<file path="src/rtl/oneshot_pkg.sv">
// -----------------------------------------------------------------------------
// oneshot_pkg
// Shared constants and types for the multi-channel one-shot block.
//   EDGE_RISE / EDGE_FALL / EDGE_BOTH : values for the EDGE_MODE parameter
//   rep_state_e                       : per-channel auto-repeat FSM states
//   max_int()                         : elaboration-time helper for widths
// Optional feature macro used by the block: ONESHOT_AUTOREPEAT_EN
// -----------------------------------------------------------------------------
package oneshot_pkg;

  localparam int EDGE_RISE = 0;
  localparam int EDGE_FALL = 1;
  localparam int EDGE_BOTH = 2;

  typedef enum logic [1:0] {
    IDLE   = 2'd0,
    HOLD   = 2'd1,
    REPEAT = 2'd2
  } rep_state_e;

  function automatic int max_int(input int a, input int b);
    return (a > b) ? a : b;
  endfunction

endpackage

</file>
<file path="src/rtl/oneshot_chan.sv">
// -----------------------------------------------------------------------------
// oneshot_chan
// One button channel: 2-flop synchronizer, debounce counter, edge pulse and
// (with ONESHOT_AUTOREPEAT_EN defined) a hold/auto-repeat FSM.
// Ports:
//   clk       in   rising-edge clock
//   rst       in   synchronous active-high reset
//   button    in   raw asynchronous button level (pressed = 1)
//   oneshot   out  registered one-cycle pulse
//   level     out  registered debounced level
//   pulse_nxt out  value oneshot takes at the next edge (feeds any_pulse)
// -----------------------------------------------------------------------------
module oneshot_chan
  import oneshot_pkg::*;
#(
  parameter int DB_CYCLES  = 4,
  parameter int EDGE_MODE  = EDGE_RISE,
  parameter int REP_DELAY  = 20,
  parameter int REP_PERIOD = 8
) (
  input  logic clk,
  input  logic rst,
  input  logic button,
  output logic oneshot,
  output logic level,
  output logic pulse_nxt
);

  localparam int CW = $clog2(DB_CYCLES + 1);

  logic          s1;
  logic          s2;
  logic [CW-1:0] db_cnt;

  // Level flips only after s2 has disagreed with it for DB_CYCLES edges.
  logic mismatch;
  logic qualify;
  logic level_nxt;
  logic rise;
  logic fall;
  logic edge_pulse;

  assign mismatch  = (s2 != level);
  assign qualify   = mismatch && (db_cnt == CW'(DB_CYCLES - 1));
  assign level_nxt = level ^ qualify;
  assign rise      = qualify && !level;
  assign fall      = qualify && level;

  assign edge_pulse = (EDGE_MODE == EDGE_BOTH) ? qualify :
                      (EDGE_MODE == EDGE_FALL) ? fall    : rise;

  // NOTE: sequential state uses non-blocking assignments so every flop
  // samples pre-edge values; blocking here would collapse s1/s2 into one stage.
  always_ff @(posedge clk) begin
    if (rst) begin
      s1     <= 1'b0;
      s2     <= 1'b0;
      level  <= 1'b0;
      db_cnt <= '0;
    end else begin
      s1    <= button;
      s2    <= s1;
      level <= level_nxt;
      // Any agreeing sample restarts qualification, so glitches never accumulate.
      if (!mismatch || qualify) db_cnt <= '0;
      else                      db_cnt <= db_cnt + CW'(1);
    end
  end

`ifdef ONESHOT_AUTOREPEAT_EN
  localparam int  RW     = $clog2(max_int(REP_DELAY, REP_PERIOD) + 1);
  // Falling-only mode never arms the repeat FSM.
  localparam bit  REP_ON = (EDGE_MODE != EDGE_FALL);

  rep_state_e    rep_state;
  logic [RW-1:0] rep_cnt;
  logic          rep_pulse;

  // Suppressed on the release edge so a coinciding release pulse stays single.
  assign rep_pulse = level_nxt &&
                     (((rep_state == HOLD)   && (rep_cnt == RW'(REP_DELAY - 1))) ||
                      ((rep_state == REPEAT) && (rep_cnt == RW'(REP_PERIOD - 1))));

  always_ff @(posedge clk) begin
    if (rst || !level_nxt) begin
      rep_state <= IDLE;
      rep_cnt   <= '0;
    end else begin
      case (rep_state)
        IDLE: begin
          rep_cnt <= '0;
          if (rise && REP_ON) rep_state <= HOLD;
        end
        HOLD: begin
          if (rep_cnt == RW'(REP_DELAY - 1)) begin
            rep_state <= REPEAT;
            rep_cnt   <= '0;
          end else begin
            rep_cnt <= rep_cnt + RW'(1);
          end
        end
        REPEAT: begin
          if (rep_cnt == RW'(REP_PERIOD - 1)) rep_cnt <= '0;
          else                                rep_cnt <= rep_cnt + RW'(1);
        end
        default: begin
          rep_state <= IDLE;
          rep_cnt   <= '0;
        end
      endcase
    end
  end

  assign pulse_nxt = edge_pulse | rep_pulse;
`else
  assign pulse_nxt = edge_pulse;
`endif

  always_ff @(posedge clk) begin
    if (rst) oneshot <= 1'b0;
    else     oneshot <= pulse_nxt;
  end

endmodule

</file>
<file path="src/rtl/oneshot_multi.sv">
// -----------------------------------------------------------------------------
// oneshot_multi
// N_CH independent debounced one-shot channels plus a combined pulse flag.
// Ports:
//   clk       in   rising-edge clock
//   rst       in   synchronous active-high reset
//   button    in   [N_CH] raw button levels (pressed = 1)
//   oneShot   out  [N_CH] registered one-cycle pulses
//   level     out  [N_CH] registered debounced levels
//   any_pulse out  registered OR of all oneShot bits
// Optional feature macro: ONESHOT_AUTOREPEAT_EN (hold/auto-repeat pulses).
// -----------------------------------------------------------------------------
module oneshot_multi
  import oneshot_pkg::*;
#(
  parameter int N_CH       = 4,
  parameter int DB_CYCLES  = 4,
  parameter int EDGE_MODE  = EDGE_RISE,
  parameter int REP_DELAY  = 20,
  parameter int REP_PERIOD = 8
) (
  input  logic            clk,
  input  logic            rst,
  input  logic [N_CH-1:0] button,
  output logic [N_CH-1:0] oneShot,
  output logic [N_CH-1:0] level,
  output logic            any_pulse
);

  logic [N_CH-1:0] pulse_nxt;

  for (genvar i = 0; i < N_CH; i++) begin : g_chan
    oneshot_chan #(
      .DB_CYCLES  (DB_CYCLES),
      .EDGE_MODE  (EDGE_MODE),
      .REP_DELAY  (REP_DELAY),
      .REP_PERIOD (REP_PERIOD)
    ) u_chan (
      .clk       (clk),
      .rst       (rst),
      .button    (button[i]),
      .oneshot   (oneShot[i]),
      .level     (level[i]),
      .pulse_nxt (pulse_nxt[i])
    );
  end

  // Registered from the same next-values as oneShot so both align exactly.
  always_ff @(posedge clk) begin
    if (rst) any_pulse <= 1'b0;
    else     any_pulse <= |pulse_nxt;
  end

endmodule

</file>
<file path="config.mk">
export PLATFORM = sky130hd
export DESIGN_NAME = oneshot_multi
export DESIGN_NICKNAME = d
export VERILOG_FILES = /design/src/rtl/oneshot_pkg.sv /design/src/rtl/oneshot_chan.sv /design/src/rtl/oneshot_multi.sv
export SDC_FILE = /design/constraint.sdc
export NUM_CORES = 1
export LEC_CHECK = 0
export CAP_MARGIN = 20
export CORE_AREA = 3 3 63 53
export DETAILED_ROUTE_END_ITERATION = 6
export DIE_AREA = 0 0 66 56
export PLACE_DENSITY = 0.69
export SKIP_LAST_GASP = 1
export SLEW_MARGIN = 10
export SYNTH_ARGS = -nofsm -noshare
export SYNTH_HDL_FRONTEND = slang
export SYNTH_SLANG_ARGS = --single-unit
</file>
<file path="constraint.sdc">
create_clock -name clk -period 2.4 [get_ports clk]
set_input_delay 0.36 -clock clk [delete_from_list [all_inputs] [get_ports clk]]
set_output_delay 0.36 -clock clk [all_outputs]
set_load 0.005 [all_outputs]
</file>
==> impl_metrics.py, run 1 <==
metrics = {
    "setup_path": {
        "slowest_stage": "clkdlybuf4s50_1",
        "setup.worst_path.start_class": "flop",
        "crit_path_largest_cell_delay_ns": 0.54,
        "timing.critical_path.required_ns": 2.04,
        "cp_cell_sequence": "clkdlybuf4s50_1",
        "buffers_plus_inverters_on_the_worst_setup_path": 1,
        "critical_path_class": "reg -> out",
        "critPathCaptureType": "primary output",
        "path_delay_family": "buffers and inverters",
        "worst_path_arrival_time_ns": 1.26,
        "reg2reg_from": "g_chan[1].u_chan.db_cnt[0]",
        "critPathMaxFanout": 4,
    },
    "placement": {
        "post-dp-hpwl_um": 1015,
        "dpl_cell_area_um2": 1201,
        "gp_congestion": 0.7132,
        "port-buffer-count": 14,
    },
    "clock_network": {
        "cts_tree": "built",
        "num_cts_buffers": 5,
        "cts.clk_slew.worst_paths_ns": 0.08,
        "cts-root-buf": "clkbuf_4",
        "clk-insertion-delay-late_ns": 0.32,
        "cts_buffer_depth": 2,
        "cts_hold_repair.buffers": 0,
        "post_cts_resize_count": 0,
        "htreeDepth": 2,
        "clock-sinks": 29,
        "cts_post_setup_buffers_inserted": 0,
    },
    "power_and_ir_drop": {
        "switching_fraction_of_total_power_pct": 21.17,
        "comb_power_share_pct": 3.5,
        "ir_worst_vdd_v": 0.0003325,
        "power.net_switching_mw": 0.1666,
        "total_leakage_power_nw": 0.4418,
        "power.internal_mw": 0.6205,
        "clock_power_share_pct": 33.9,
        "power-per-cell-area_nw_per_um2": 629.7,
        "power.share.sequential_pct": 62.6,
    },
    "timing": {
        "hold_violations": 0,
        "fin_hold_ws_ns": 0.4378,
        "timing.final.setup_violations": 0,
        "max_freq_mhz": 617.6,
        "setup_repair_after_global_routing_missed_its_margin": "no",
        "totalNegativeSetupSlack_ns": 0,
        "finalWorstPathRequiredPeriod_ns": 1.619,
        "finalCritPeriodShare_pct": 67.46,
        "worstMarginPinSlew_ns": 0.3318,
        "slew-limit-headroom_pct": 77.72,
        "finalClockSkew_ns": 0.003947,
        "report.final.slew_viol_count": 0,
    },
    "grt": {
        "vias_in_the_first_global_route": 527,
        "grt_first_pass_wirelength_um": 2214,
        "grt_start_max_net_pins": 30,
        "globalRoute.totalOverflow": 0,
        "grt_antenna_before_repair": 0,
        "global_route.usage.total_pct": 8.506,
    },
    "synth": {
        "mappedNetlistNets": 107,
        "mean_cell_area_of_the_mapped_netlist_um2": 11.79,
        "post_synth_num_cell_types": 14,
        "synth_area_um2": 1096,
        "synthesis.instances": 93,
        "synth_seq_cells": 29,
        "seq_area_frac_synth_pct": 52.97,
        "yosys_warnings": 0,
    },
    "routing": {
        "via_per_inst": 4.343,
        "drt-pass1-iter-count": 4,
        "detail_route.drc_violations": 0,
        "wire_per_inst_um": 9.790,
        "dr.first_iter.drc_count": 23,
        "drt_wl_total_um": 1400,
        "routed-via-count": 621,
        "postRouteAntennaNets": 0,
    },
    "cells_and_area": {
        "final_area_um2": 1250,
        "final_cell_mix": "dfxtp_1, clkdlybuf4s50_1, nor2_1, nor2b_1, ha_1",
        "antenna_cells": 0,
        "final_nets": 118,
        "layout.filler_cells": 266,
        "layout-drive-gt1-share_pct": 10.48,
        "mostFrequentLayoutCell": "dfxtp_1",
        "area_overhead_of_the_layout_relative_to_synthesis_pct": 14.04,
    },
    "hold_path": {
        "holdCritStartpoint": "g_chan[1].u_chan.db_cnt[0]",
        "min-delay-path-class": "reg -> reg",
    },
    "floorplanning": {
        "floorplan.initialDensity_pct": 39.95,
        "std_cell_rows": 17,
        "top_level_ports": 15,
        "design.die.area_um2": 3696,
        "chipWidth_um": 66,
        "die_height_um": 56,
        "floorplan.core_area_um2": 2744,
    },
    "flow_run": {
        "cap_viol_max_count": 0,
    },
    "run_status": {
        "outcome": "finished clean",
    },
}
kinds of logic (layout without fill, tap and decap cells):
logic type	count (synthesis)	in the layout	share of synthesized area, %
AO/OA/AOI/OAI	1	1	0.7992
XOR/XNOR	4	4	3.196
adder cells (fa/ha/maj)	8	8	9.133
buffers and inverters	15	27	9.588
flip-flops	29	29	52.97
multiplexers	4	4	3.653
AND/OR/NAND/NOR	32	32	20.66
worst paths after layout:
path	endpoint	slack [ns]	depth (start not counted)
worst max-delay path	level[1]	0.78	1
worst min-delay path	g_chan[1].u_chan.db_cnt[0]	0.44	1
worst max register to register	any_pulse	1.20	4
worst min register to register	g_chan[1].u_chan.db_cnt[0]	0.44	1
Yosys cell counts:
cell type	count	area (µm²)
a41oi_1	1	8.760
buf_4	9	67.56
buf_6	2	22.52
dfxtp_1	29	580.6
ha_1	8	100.1
inv_1	4	15.01
mux2i_1	4	40.04
nand3b_1	4	30.03
nor2_1	8	30.03
nor2b_1	8	50.05
nor4_1	7	43.79
nor4_2	1	12.51
nor4b_2	4	60.06
xnor2_1	4	35.03
power groups by stage:
stage / clock, mW / sequential (mW) / combinational (mW)
after CTS: 0.276 / 0.493 / 0.0281
after floorplan: 0 / 0.504 / 0.0207
after global placement: 0 / 0.504 / 0.0274
after global routing: 0.295 / 0.494 / 0.0306
final: 0.266 / 0.493 / 0.0276
after detailed placement: 0 / 0.505 / 0.0281
metrics by stage:
stage	setup slack (ns)	total power, mW	std cells	utilization, %
finish	0.7809	0.7871	143	45.55
global route	0.7333	0.8201	143	45.55
CTS	0.7644	0.7968	143	45.55
detailed placement	1.015	0.5326	135	43.78
global placement	1.062	0.5316	135	43.78
floorplan	1.331	0.5243	93	-
layer usage:
layer	global-route usage [%]	wire length, µm	vias to the layer above
met4	7.826	27	0
met3	4.848	119	5
met2	10.71	595	18
li1	-	-	333
met1	9.801	658	265
met5	0	0	-
cell type report:
cell class,instances,area (µm²),share of cell area [%]
repair buffers,15,147.6,11.81
flip-flops and latches,29,580.6,46.45
clock buffers,8,48.80,3.904
well taps,38,47.55,3.804
inverters,4,15.01,1.201
multi-input cells,49,410.4,32.83
Power figures use the tool's default switching activity.
==> run 2, diff against run 1 <==
Clock period 2.4 ns to 1.7 ns, I/O delays scaled along.
==> run 2 against run 1 <==
Effect of this change:
- critical path depth stayed put
- cell count stayed put
- largest power group unchanged
- utilization is 0.50 points higher
- worst setup slack worse by 0.57 ns
- highest routed layer unchanged
- combinational power is 49% higher
- worst hold slack better by 0.0020 ns
- clock power is 49% higher
- register-to-register slack worse by 0.76 ns
- design area is 1.1% higher
- total power is 44% higher
- global-route usage is 0.86 points higher
==> impl_metrics.py, run 2 (synthesized netlist as in run 1, its figures left out) <==
metrics = {
    "hold_path": {
        "min-delay-path-class": "reg -> reg",
        "worstHoldPathCells": 1,
        "hold_end": "g_chan[0].u_chan.s2",
        "holdCritStartpoint": "g_chan[0].u_chan.s1",
    },
    "routing": {
        "drt_wl_total_um": 1518,
        "drt-pass1-iter-count": 4,
        "postRouteAntennaNets": 0,
        "dr.first_iter.drc_count": 8,
        "wire_per_inst_um": 10.62,
        "via_per_inst": 4.517,
        "routed-via-count": 646,
        "detail_route.drc_violations": 0,
    },
    "cells_and_area": {
        "final_nets": 119,
        "layout.filler_cells": 275,
        "postLayoutCoreUtil_pct": 46.06,
        "register_area_um2": 580.6,
        "mostFrequentLayoutCell": "dfxtp_1",
        "final_cell_mix": "dfxtp_1, clkdlybuf4s50_1, nor2_1, nor2b_1, ha_1",
        "layout-drive-gt1-share_pct": 12.38,
        "final_area_um2": 1264,
        "multi_input_comb_area_um2": 410.4,
        "area_overhead_of_the_layout_relative_to_synthesis_pct": 15.30,
        "antenna_cells": 0,
    },
    "clock_network": {
        "num_cts_buffers": 5,
        "post_cts_resize_count": 0,
        "cts.clk_slew.worst_paths_ns": 0.08,
        "cts_post_setup_buffers_inserted": 0,
        "cts_buffer_depth": 2,
        "cts-root-buf": "clkbuf_4",
        "htreeDepth": 2,
        "cts_hold_repair.buffers": 0,
        "clock-sinks": 29,
        "clk-insertion-delay-late_ns": 0.31,
        "cts_tree": "built",
    },
    "setup_path": {
        "path_delay_family": "buffers and inverters",
        "worst_path_arrival_time_ns": 1.23,
        "cp_cell_sequence": "clkdlybuf4s50_1",
        "timing.critical_path.required_ns": 1.44,
        "setup.worst_path.start_class": "flop",
        "r2r_setup_slack_ns": 0.44,
        "buffers_plus_inverters_on_the_worst_setup_path": 1,
        "crit-reg2reg-capture": "any_pulse",
        "critical_path_class": "reg -> out",
        "crit_path_largest_cell_delay_ns": 0.53,
        "critPathCaptureType": "primary output",
        "reg2reg_from": "g_chan[1].u_chan.db_cnt[0]",
        "critPathMaxFanout": 4,
        "slowest_stage": "clkdlybuf4s50_1",
        "r2r_cells": 4,
    },
    "placement": {
        "port-buffer-count": 14,
        "post-dp-hpwl_um": 1183,
        "gp_congestion": 0.6906,
        "dpl_cell_area_um2": 1209,
    },
    "timing": {
        "hold_violations": 0,
        "totalNegativeSetupSlack_ns": 0,
        "setup_repair_after_global_routing_missed_its_margin": "no",
        "slew-limit-headroom_pct": 77.36,
        "finalCritPeriodShare_pct": 87.61,
        "finalWorstPathRequiredPeriod_ns": 1.489,
        "timing.final.setup_violations": 0,
        "max_freq_mhz": 671.4,
        "worstMarginPinSlew_ns": 0.3372,
        "finalClockSkew_ns": 0.002164,
        "report.final.slew_viol_count": 0,
    },
    "power_and_ir_drop": {
        "comb_power_share_pct": 3.6,
        "power-per-cell-area_nw_per_um2": 896.7,
        "power.internal_mw": 0.9079,
        "power.net_switching_mw": 0.2253,
        "switching_fraction_of_total_power_pct": 19.88,
        "total_leakage_power_nw": 0.4515,
        "ir_worst_vdd_v": 0.0004864,
        "power.share.sequential_pct": 61.4,
        "clock_power_share_pct": 34.9,
    },
    "floorplanning": {
        "floorplan.core_area_um2": 2744,
        "design.die.area_um2": 3696,
        "std_cell_rows": 17,
        "top_level_ports": 15,
        "floorplan.initialDensity_pct": 39.95,
        "chipWidth_um": 66,
        "die_height_um": 56,
    },
    "grt": {
        "grt_first_pass_wirelength_um": 2559,
        "global_route.usage.total_pct": 9.366,
        "globalRoute.totalOverflow": 0,
        "grt_start_max_net_pins": 23,
        "vias_in_the_first_global_route": 600,
        "grt_antenna_before_repair": 0,
    },
    "flow_run": {
        "cap_viol_max_count": 0,
    },
    "run_status": {
        "outcome": "finished clean",
    },
}
run 2: cell count changes in the layout (fill, tap and decap cells not counted):
cell / change
clkbuf_1: -2
buf_4: +1
clkbuf_8: +1
run 2: per-layer routing:
layer / GRT usage (%) / vias to the layer above / routed length (µm)
li1: - / 334 / -
met1: 10.63 / 287 / 718
met2: 14.00 / 20 / 672
met3: 3.636 / 5 / 92
met4: 6.957 / 0 / 35
met5: 0 / - / 0
run 2: final cells by class:
type / count / area share (%)
sequential: 29 / 45.94
tap: 38 / 3.762
timing repair buffer: 16 / 12.28
clock buffer: 7 / 4.356
multi-input combinational: 49 / 32.48
inverter: 4 / 1.188
run 2: worst max-delay path by stage:
stage                                       to  slack, ns  cells after the start
CTS                                   level[3]       0.20                      1
detailed placement                   any_pulse       0.44                      4
global route                          level[3]       0.15                      1
floorplan                            any_pulse       0.63                      4
finish                                level[3]       0.21                      1
global placement    g_chan[3].u_chan.db_cnt[1]       0.49                      3
run 2: power groups by stage:
stage               Clock, mW  Sequential [mW]  Combinational, mW
global route            0.456            0.698             0.0456
CTS                     0.417            0.696             0.0418
global placement            0            0.712             0.0404
detailed placement          0            0.712             0.0418
finish                  0.396            0.696             0.0411
floorplan                   0            0.711             0.0293
run 2: per-stage QoR:
step | power [mW] | cells | hold slack, ns | setup slack, ns
floorplan | 0.7402 | 93 | 0.3832 | 0.6312
global placement | 0.7520 | 136 | 0.4143 | 0.4878
CTS | 1.155 | 143 | 0.4382 | 0.1979
detailed placement | 0.7543 | 136 | 0.4248 | 0.4416
finish | 1.133 | 143 | 0.4398 | 0.2106
global route | 1.200 | 143 | 0.4649 | 0.1454
==> run 3, diff against run 2 <==
Settings changed: GPL_ROUTABILITY_DRIVEN set to 0.
Clock period 1.7 ns to 1.9 ns, I/O delays scaled along.
==> run 3 against run 2 <==
Effect of this change:
- worst setup slack gained 0.16 ns
- clock power shrank 8.1%
- non-clock buffer count is 1 lower
- combinational power fell by 6.8%
- critical path type unchanged
- global-route usage grew 0.55 points
==> impl_metrics.py, run 3 (synthesized netlist as in run 1, its figures left out) <==
metrics = {
    "run_status": {
        "outcome": "finished clean",
    },
    "routing": {
        "route.met2.wl_um": 614,
        "drt-met1-wl_um": 659,
        "routed-via-count": 650,
        "via_per_inst": 4.577,
        "postRouteAntennaNets": 0,
        "detail_route.drc_violations": 0,
        "drt_wl_total_um": 1440,
        "highest-signal-layer": "met4",
        "met3_wirelength_um": 108,
        "drt-pass1-iter-count": 2,
        "dr.first_iter.drc_count": 24,
        "wire_per_inst_um": 10.14,
    },
    "setup_path": {
        "crit_path_largest_cell_delay_ns": 0.53,
        "setup.worst_path.start_class": "flop",
        "path_delay_family": "buffers and inverters",
        "worst_path_arrival_time_ns": 1.25,
        "cp_cell_sequence": "clkdlybuf4s50_1",
        "critical_path_class": "reg -> out",
        "buffers_plus_inverters_on_the_worst_setup_path": 1,
        "critPathMaxFanout": 4,
        "timing.critical_path.required_ns": 1.62,
        "r2r_setup_slack_ns": 0.66,
        "slowest_stage": "clkdlybuf4s50_1",
        "critPathCaptureType": "primary output",
    },
    "timing": {
        "finalWorstPathRequiredPeriod_ns": 1.530,
        "finalClockSkew_ns": 0.002184,
        "report.final.slew_viol_count": 0,
        "totalNegativeSetupSlack_ns": 0,
        "timing.final.setup_violations": 0,
        "max_freq_mhz": 653.4,
        "worst_slack_ns": 0.3696,
        "worstMarginPinSlew_ns": 0.3555,
        "hold_violations": 0,
        "slew-limit-headroom_pct": 76.13,
        "finalCritPeriodShare_pct": 80.55,
        "setup_repair_after_global_routing_missed_its_margin": "no",
    },
    "power_and_ir_drop": {
        "ir_worst_vdd_v": 0.0003632,
        "power-per-cell-area_nw_per_um2": 808.3,
        "total_leakage_power_nw": 0.4512,
        "power.total_mw": 1.025,
    },
    "floorplanning": {
        "top_level_ports": 15,
        "floorplan.core_area_um2": 2744,
        "floorplan.initialDensity_pct": 39.95,
        "std_cell_rows": 17,
        "design.die.area_um2": 3696,
        "die_height_um": 56,
        "chipWidth_um": 66,
    },
    "cells_and_area": {
        "antenna_cells": 0,
        "multi_input_comb_area_um2": 410.4,
        "final-instance-count-excl-fill": 142,
        "mostFrequentLayoutCell": "dfxtp_1",
        "final_cell_mix": "dfxtp_1, clkdlybuf4s50_1, nor2_1, nor2b_1, ha_1",
        "area_overhead_of_the_layout_relative_to_synthesis_pct": 15.75,
        "layout.filler_cells": 263,
        "final_nets": 118,
        "register_area_um2": 580.6,
        "postLayoutCoreUtil_pct": 46.24,
        "layout-drive-gt1-share_pct": 11.54,
    },
    "placement": {
        "post-dp-hpwl_um": 1085,
        "port-buffer-count": 14,
        "dp.cells": 135,
        "place_worst_setup_slack_ns": 0.4218,
    },
    "clock_network": {
        "cts_buffer_depth": 2,
        "cts.clk_slew.worst_paths_ns": 0.08,
        "htreeDepth": 2,
        "num_cts_buffers": 5,
        "cts-root-buf": "clkbuf_4",
        "clk-insertion-delay-late_ns": 0.31,
        "cts_hold_repair.buffers": 0,
        "post_cts_resize_count": 0,
        "clock-sinks": 29,
        "cts_tree": "built",
        "cts_post_setup_buffers_inserted": 0,
    },
    "grt": {
        "vias_in_the_first_global_route": 632,
        "grt_first_pass_wirelength_um": 2622,
        "global_route.usage.total_pct": 9.913,
        "globalRoute.totalOverflow": 0,
        "grt_antenna_before_repair": 0,
        "grt_start_max_net_pins": 23,
    },
    "hold_path": {
        "min-delay-path-class": "reg -> reg",
    },
    "flow_run": {
        "cap_viol_max_count": 0,
    },
}
run 3: cell count changes in the layout (fill, tap and decap cells not counted), sizes merged:
cell and delta:
buf -1
run 3: report_power, final:
group	leakage, nW	total, mW	switching [mW]	internal (mW)
clock network	0.0314	0.364	0.190	0.174
logic	0.184	0.0383	0.0166	0.0218
registers	0.236	0.623	0.00513	0.618
total	0.451	1.03	0.212	0.814
run 3: worst paths after layout:
path	startpoint	to	cells past startpoint
max reg2reg	g_chan[1].u_chan.db_cnt[0]	any_pulse	4
min reg2reg	g_chan[1].u_chan.db_cnt[0]	g_chan[1].u_chan.db_cnt[0]	1
min	g_chan[1].u_chan.db_cnt[0]	g_chan[1].u_chan.db_cnt[0]	1
max	flop	level[3]	1
run 3: cell type report:
class                      instances  area share, %
clock buffer                       7          4.339
inverter                           4          1.183
multi-input combinational         49          32.35
sequential                        29          45.76
tap                               38          3.748
timing repair buffer              15          12.62
run 3: metal layers:
layer  up-vias  GRT usage, %
li1        334             -
met1       291         11.15
met2        17         13.57
met3         8         5.455
met4         0         7.826
met5         -             0
run 3: per-stage QoR:
| stage | area, µm² | hold WS, ns |
|---|---|---|
| floorplan | 1096 | 0.4072 |
| global placement | 1214 | 0.4194 |
| detailed placement | 1214 | 0.4266 |
| CTS | 1269 | 0.4386 |
| global route | 1269 | 0.4599 |
| finish | 1269 | 0.4370 |
